File: src/rtl/mem_arbiter_pkg.sv
// Shared types and constants for the unified-memory arbiter.
package mem_arbiter_pkg;

  typedef enum logic [1:0] {
    StIdle,
    StAccess,
    StDone
  } state_e;

  localparam logic OWNER_CPU = 1'b0;
  localparam logic OWNER_LD  = 1'b1;

  localparam int unsigned ADDR_W_DEF = 12;
  localparam int unsigned DATA_W_DEF = 8;

endpackage

File: src/rtl/mem_arbiter_pick.sv
// Winner selection between CPU and loader; MEM_ARBITER_STARVE_EN adds a starve counter
// that forces a loader win after STARVE_MAX consecutive losses.
module mem_arbiter_pick
  import mem_arbiter_pkg::*;
#(
  parameter int unsigned STARVE_MAX = 4
) (
  input  logic clk,
  input  logic rst,
  input  logic idle,
  input  logic cpu_req,
  input  logic ld_req,
  output logic win
);

`ifdef MEM_ARBITER_STARVE_EN
  localparam int unsigned StW = $clog2(STARVE_MAX + 1);

  logic [StW-1:0] starve_q, starve_d;
  logic           force_ld;

  assign force_ld = (starve_q == StW'(STARVE_MAX));
  assign win      = (ld_req && (!cpu_req || force_ld)) ? OWNER_LD : OWNER_CPU;

  // A loader loss is only possible below the limit, so the increment saturates by itself.
  always_comb begin
    starve_d = starve_q;
    if (idle) begin
      if (!ld_req || (win == OWNER_LD)) begin
        starve_d = '0;
      end else begin
        starve_d = starve_q + 1'b1;
      end
    end
  end

  always_ff @(posedge clk or negedge rst) begin
    if (!rst) begin
      starve_q <= '0;
    end else begin
      starve_q <= starve_d;
    end
  end
`else
  localparam int unsigned unused_starve_max = STARVE_MAX;
  logic unused_pick;

  assign unused_pick = ^{clk, rst, idle};
  assign win         = (ld_req && !cpu_req) ? OWNER_LD : OWNER_CPU;
`endif

endmodule

File: src/rtl/mem_arbiter.sv
// Single-port memory arbiter between CPU and loader with a fixed-latency access FSM.
// Optional loader anti-starvation rule is enabled by defining MEM_ARBITER_STARVE_EN.
module mem_arbiter
  import mem_arbiter_pkg::*;
#(
  parameter int unsigned ADDR_W     = ADDR_W_DEF,
  parameter int unsigned DATA_W     = DATA_W_DEF,
  parameter int unsigned MEM_LAT    = 2,
  parameter int unsigned STARVE_MAX = 4
) (
  input  logic              clk,
  input  logic              rst,
  input  logic              cpu_req,
  input  logic              cpu_we,
  input  logic [ADDR_W-1:0] cpu_addr,
  input  logic [DATA_W-1:0] cpu_wdata,
  output logic [DATA_W-1:0] cpu_rdata,
  output logic              cpu_ack,
  input  logic              ld_req,
  input  logic              ld_we,
  input  logic [ADDR_W-1:0] ld_addr,
  input  logic [DATA_W-1:0] ld_wdata,
  output logic [DATA_W-1:0] ld_rdata,
  output logic              ld_ack,
  output logic              mem_en,
  output logic              mem_we,
  output logic [ADDR_W-1:0] mem_addr,
  output logic [DATA_W-1:0] mem_wdata,
  input  logic [DATA_W-1:0] mem_rdata,
  output logic              busy,
  output logic              owner
);

  localparam int unsigned CntW = (MEM_LAT > 1) ? $clog2(MEM_LAT) : 1;

  state_e            state_q, state_d;
  logic [CntW-1:0]   cnt_q, cnt_d;
  logic              we_q, we_d;
  logic [ADDR_W-1:0] addr_q, addr_d;
  logic [DATA_W-1:0] wdata_q, wdata_d;
  logic              owner_q, owner_d;
  logic [DATA_W-1:0] cpu_rdata_q, cpu_rdata_d;
  logic [DATA_W-1:0] ld_rdata_q, ld_rdata_d;
  logic              idle;
  logic              win;

  assign idle = (state_q == StIdle);

  mem_arbiter_pick #(
    .STARVE_MAX(STARVE_MAX)
  ) u_pick (
    .clk    (clk),
    .rst    (rst),
    .idle   (idle),
    .cpu_req(cpu_req),
    .ld_req (ld_req),
    .win    (win)
  );

  always_comb begin
    state_d     = state_q;
    cnt_d       = cnt_q;
    we_d        = we_q;
    addr_d      = addr_q;
    wdata_d     = wdata_q;
    owner_d     = owner_q;
    cpu_rdata_d = cpu_rdata_q;
    ld_rdata_d  = ld_rdata_q;
    case (state_q)
      StIdle: begin
        if (cpu_req || ld_req) begin
          owner_d = win;
          we_d    = (win == OWNER_LD) ? ld_we    : cpu_we;
          addr_d  = (win == OWNER_LD) ? ld_addr  : cpu_addr;
          wdata_d = (win == OWNER_LD) ? ld_wdata : cpu_wdata;
          cnt_d   = CntW'(MEM_LAT - 1);
          state_d = StAccess;
        end
      end
      StAccess: begin
        if (cnt_q == '0) begin
          if (!we_q) begin
            if (owner_q == OWNER_LD) ld_rdata_d  = mem_rdata;
            else                     cpu_rdata_d = mem_rdata;
          end
          state_d = StDone;
        end else begin
          cnt_d = cnt_q - 1'b1;
        end
      end
      StDone:  state_d = StIdle;
      default: state_d = StIdle;
    endcase
  end

  always_ff @(posedge clk or negedge rst) begin
    if (!rst) begin
      state_q     <= StIdle;
      cnt_q       <= '0;
      we_q        <= 1'b0;
      addr_q      <= '0;
      wdata_q     <= '0;
      owner_q     <= OWNER_CPU;
      cpu_rdata_q <= '0;
      ld_rdata_q  <= '0;
    end else begin
      state_q     <= state_d;
      cnt_q       <= cnt_d;
      we_q        <= we_d;
      addr_q      <= addr_d;
      wdata_q     <= wdata_d;
      owner_q     <= owner_d;
      cpu_rdata_q <= cpu_rdata_d;
      ld_rdata_q  <= ld_rdata_d;
    end
  end

  // Outputs decode straight from state so an async reset drops them immediately.
  assign mem_en    = (state_q == StAccess);
  assign mem_we    = mem_en & we_q;
  assign mem_addr  = addr_q;
  assign mem_wdata = wdata_q;
  assign cpu_ack   = (state_q == StDone) && (owner_q == OWNER_CPU);
  assign ld_ack    = (state_q == StDone) && (owner_q == OWNER_LD);
  assign cpu_rdata = cpu_rdata_q;
  assign ld_rdata  = ld_rdata_q;
  assign busy      = !idle;
  assign owner     = owner_q;

endmodule

File: config.mk
export PLATFORM = sky130hd
export DESIGN_NAME = mem_arbiter
export DESIGN_NICKNAME = d
export VERILOG_FILES = /design/src/rtl/mem_arbiter_pkg.sv /design/src/rtl/mem_arbiter_pick.sv /design/src/rtl/mem_arbiter.sv
export SDC_FILE = /design/constraint.sdc
export NUM_CORES = 1
export LEC_CHECK = 0
export BUFFER_PORTS_ARGS = -buffer_cell sky130_fd_sc_hd__buf_4
export CAP_MARGIN = 20
export CORE_ASPECT_RATIO = 0.8
export CORE_MARGIN = 2
export CORE_UTILIZATION = 45
export CTS_BUF_LIST = sky130_fd_sc_hd__clkbuf_16
export DETAILED_ROUTE_END_ITERATION = 10
export PLACE_DENSITY = 0.91
export SYNTH_ARGS = -nofsm -noshare
export SYNTH_HDL_FRONTEND = slang
export SYNTH_SLANG_ARGS = --single-unit
File: constraint.sdc
create_clock -name clk -period 1.82 [get_ports clk]
set_input_delay 0.182 -clock clk [delete_from_list [all_inputs] [get_ports clk]]
set_output_delay 0.182 -clock clk [all_outputs]
set_load 0.01 [all_outputs]
==> metrics <==
peak supply drop=0.000967 V; synthesized area=roughly 1900 sq um; Hold WC Path Type=input port to flop; #FFs+latches synth=41; Leakage Power=between 1 and 1.5 nW; max-cap violations=0; Synth Flop Type=dfrtp_1; drt wl/cell=roughly 15 microns; number of I/O pins=between 90 and 100; Switching Fraction=0.315; full die area=approximately 4700 sq um; first-pass GRT wire length=a little over 6000 microns; # port buffers=95; slowest stage delay, CP=roughly 0.42 ns; Top Metal Used=met4; FMAX=roughly 650 MHz; crit-path max FO=21; CTS max path bufs=2; total power=~4.6 mW; fin crit share=0.848; CTS tree=done; Hold WS=approximately 0.10 ns; status=complete, no violations; endpoints failing setup=0; site row count=20; Tot GR Track Use=0.180; clock latency on the worst-skew pair=roughly 0.27 ns; initial antenna violation count=0; worst relative slew slack=0.656; Initial DRC Count=52; DIE WIDTH=75.9 microns; Fillers=about 280; CTS H-tree depth=2; Sw Pwr=1.45 mW; share of power burned in registers=0.368; Pwr Density=around 1700 nW/um^2; post-synth cell types=14; share of post-route cells with drive strength above 1=0.748; internal power=approximately 3.1 mW; Synthesis Warnings=0; Hold Vio Cnt, Final=0; post-route setup TNS=0 ns; Worst Skew=about 0.0032 ns; Initial Utilization=0.479; Syn Inst Count=120; Remaining Overflow, GRT=0; area grow syn2layout=49.0%; asr flop ratio synth=1.00; routed wl met2=1970 microns; DRT met1 WL=about 1700 microns; post-route ant nets=0; n_diodes=0; setup slack, reg-to-reg=between 0.2 and 0.3 ns; CP Capture Type=flop; Worst EP arrival=around 1.7 ns; pre-CTS setup slack=0.293 ns; GP Congestion=0.760; clock power share=0.174; TritonCTS Sinks=41; Crit Path Category=flop to flop; worst path cell trace=nor2_1 > o21a_2 > buf_12 > mux2_2; fin crit period=1.54 ns; Net Count, Synth=about 170; largest net degree at the start of global routing=between 40 and 50; total wire length=between 4000 and 5000 microns; clk root buf=clkbuf_16; CTS Buf Count=5; Syn Area/Cell=15.5 sq um; max-slew violation count=0; number of vias in the routed layout=1356; Slew @ Worst Pin=0.515 ns; Post-synth EDFFs=0; worst setup margin=about 0.28 ns; DRC Markers=0; WP data required=between 1.5 and 2 ns; Seq/Total Area, Yosys=0.552; vias in the first global route=around 1400; vias per inst=just under 5; utilization after layout=0.714; Total Nets Final=approximately 280; CTS clk-pin slew, worst paths=~0.05 ns; RSZ-0062 raised after global routing=no; Gate power share=0.458; Die Height=roughly 60 microns; drt first pass iters=4; met3 wire length=376 microns; Critical Path Slowest Stage Cell=dfrtp_1; Core Box Area=3880 sq um; CP Launch Type=flop
final timing paths:
path / startpoint / endpoint / cells after the start
worst max-delay path: state_q[0] / mem_addr[2] / 4
worst min-delay path: cpu_req / owner / 2
worst max register to register: state_q[0] / mem_addr[2] / 4
worst min register to register: mem_addr[0] / mem_addr[0] / 1
max in group asynchronous: rst / cpu_rdata[7] / 2
min in group asynchronous: rst / ld_rdata[1] / 2
what timing repair did:
action | 4_1_cts | 5_1_grt
buffers inserted | 0 | 0
hold buffers | 1 | 0
hold endpoints to repair | 41 | 0
gates resized for setup | 0 | 0
metrics by stage:
step | instances | instance area (sq um)
2_1_floorplan | 120 | 1860
3_3_place_gp | 268 | 2620
3_5_place_dp | 268 | 2620
4_1_cts | 277 | 2770
5_1_grt | 277 | 2770
6_report | 277 | 2770
layout make-up:
class / instances / area (sq um) / area share
multi-input cells: 73 / 781 / 0.282
flip-flops and latches: 41 / 1030 / 0.370
repair buffers: 98 / 751 / 0.271
clock buffers: 5 / 125 / 0.0452
well taps: 55 / 68.8 / 0.0248
inverters: 2 / 7.51 / 0.00271
clock inverters: 3 / 11.3 / 0.00407
power groups by stage:
stage	Sequential [mW]	Combinational, mW	Clock [mW]
after CTS	1.69	2.13	0.815
final	1.69	2.10	0.797
after global placement	1.67	2.08	0
after detailed placement	1.70	2.12	0
after global routing	1.75	2.25	0.862
after floorplan	1.87	0.915	0
per-layer routing:
metal  track usage  up-vias
li1              -      635
met1         0.219      654
met2         0.321       60
met3        0.0507        7
met4        0.0376        0
met5             0        -
synth_stat cells, types with 2 or more instances:
master	count	area, sq um
a21oi_1	2	10.0
nor2_1	3	11.3
dfrtp_1	41	1030
buf_6	4	45.0
nand2b_4	2	27.5
mux2_2	58	653
inv_1	2	7.51
a21o_1	2	15.0
sequential cells by signal (all words and copies together), names as in the netlist:
| signal | cells |
|---|---|
| cnt_q | 1 |
| cpu_rdata | 8 |
| ld_rdata | 8 |
| mem_addr | 12 |
| mem_wdata | 8 |
| owner | 1 |
| state_q | 2 |
| we_q | 1 |
critical path: cells and delay by family (launching register included):
kind,cells,cell delay [ns]
AND/OR/NAND/NOR,1,0.23
multiplexers,1,0.35
buffers and inverters,1,0.18
AO/OA/AOI/OAI,1,0.23
flip-flops,1,0.42
layout by cell type (no fill, tap or decap):
cell type and instances:
nand2b_4 2, and2_1 1, nor2_1 3, nor3b_1 1
nor4_4 1, buf_4 96, nand3_2 1, and3b_2 1
dlygate4sd3_1 1, o21a_2 1, mux2_2 58, inv_1 5
clkbuf_16 5, dfrtp_1 41, a21o_1 2, buf_12 1
a21oi_1 2
cells by family (layout without fill, tap and decap cells):
family                 Yosys count  count (layout)  share of synthesized area
DFF                             41              41                      0.552
muxes                           58              58                      0.351
buffers and inverters            6             108                     0.0283
and+or+nand+nor                 10              10                     0.0505
AOI/OAI and AO/OA                5               5                     0.0182
Note: power is estimated with default switching activity, not from simulation.
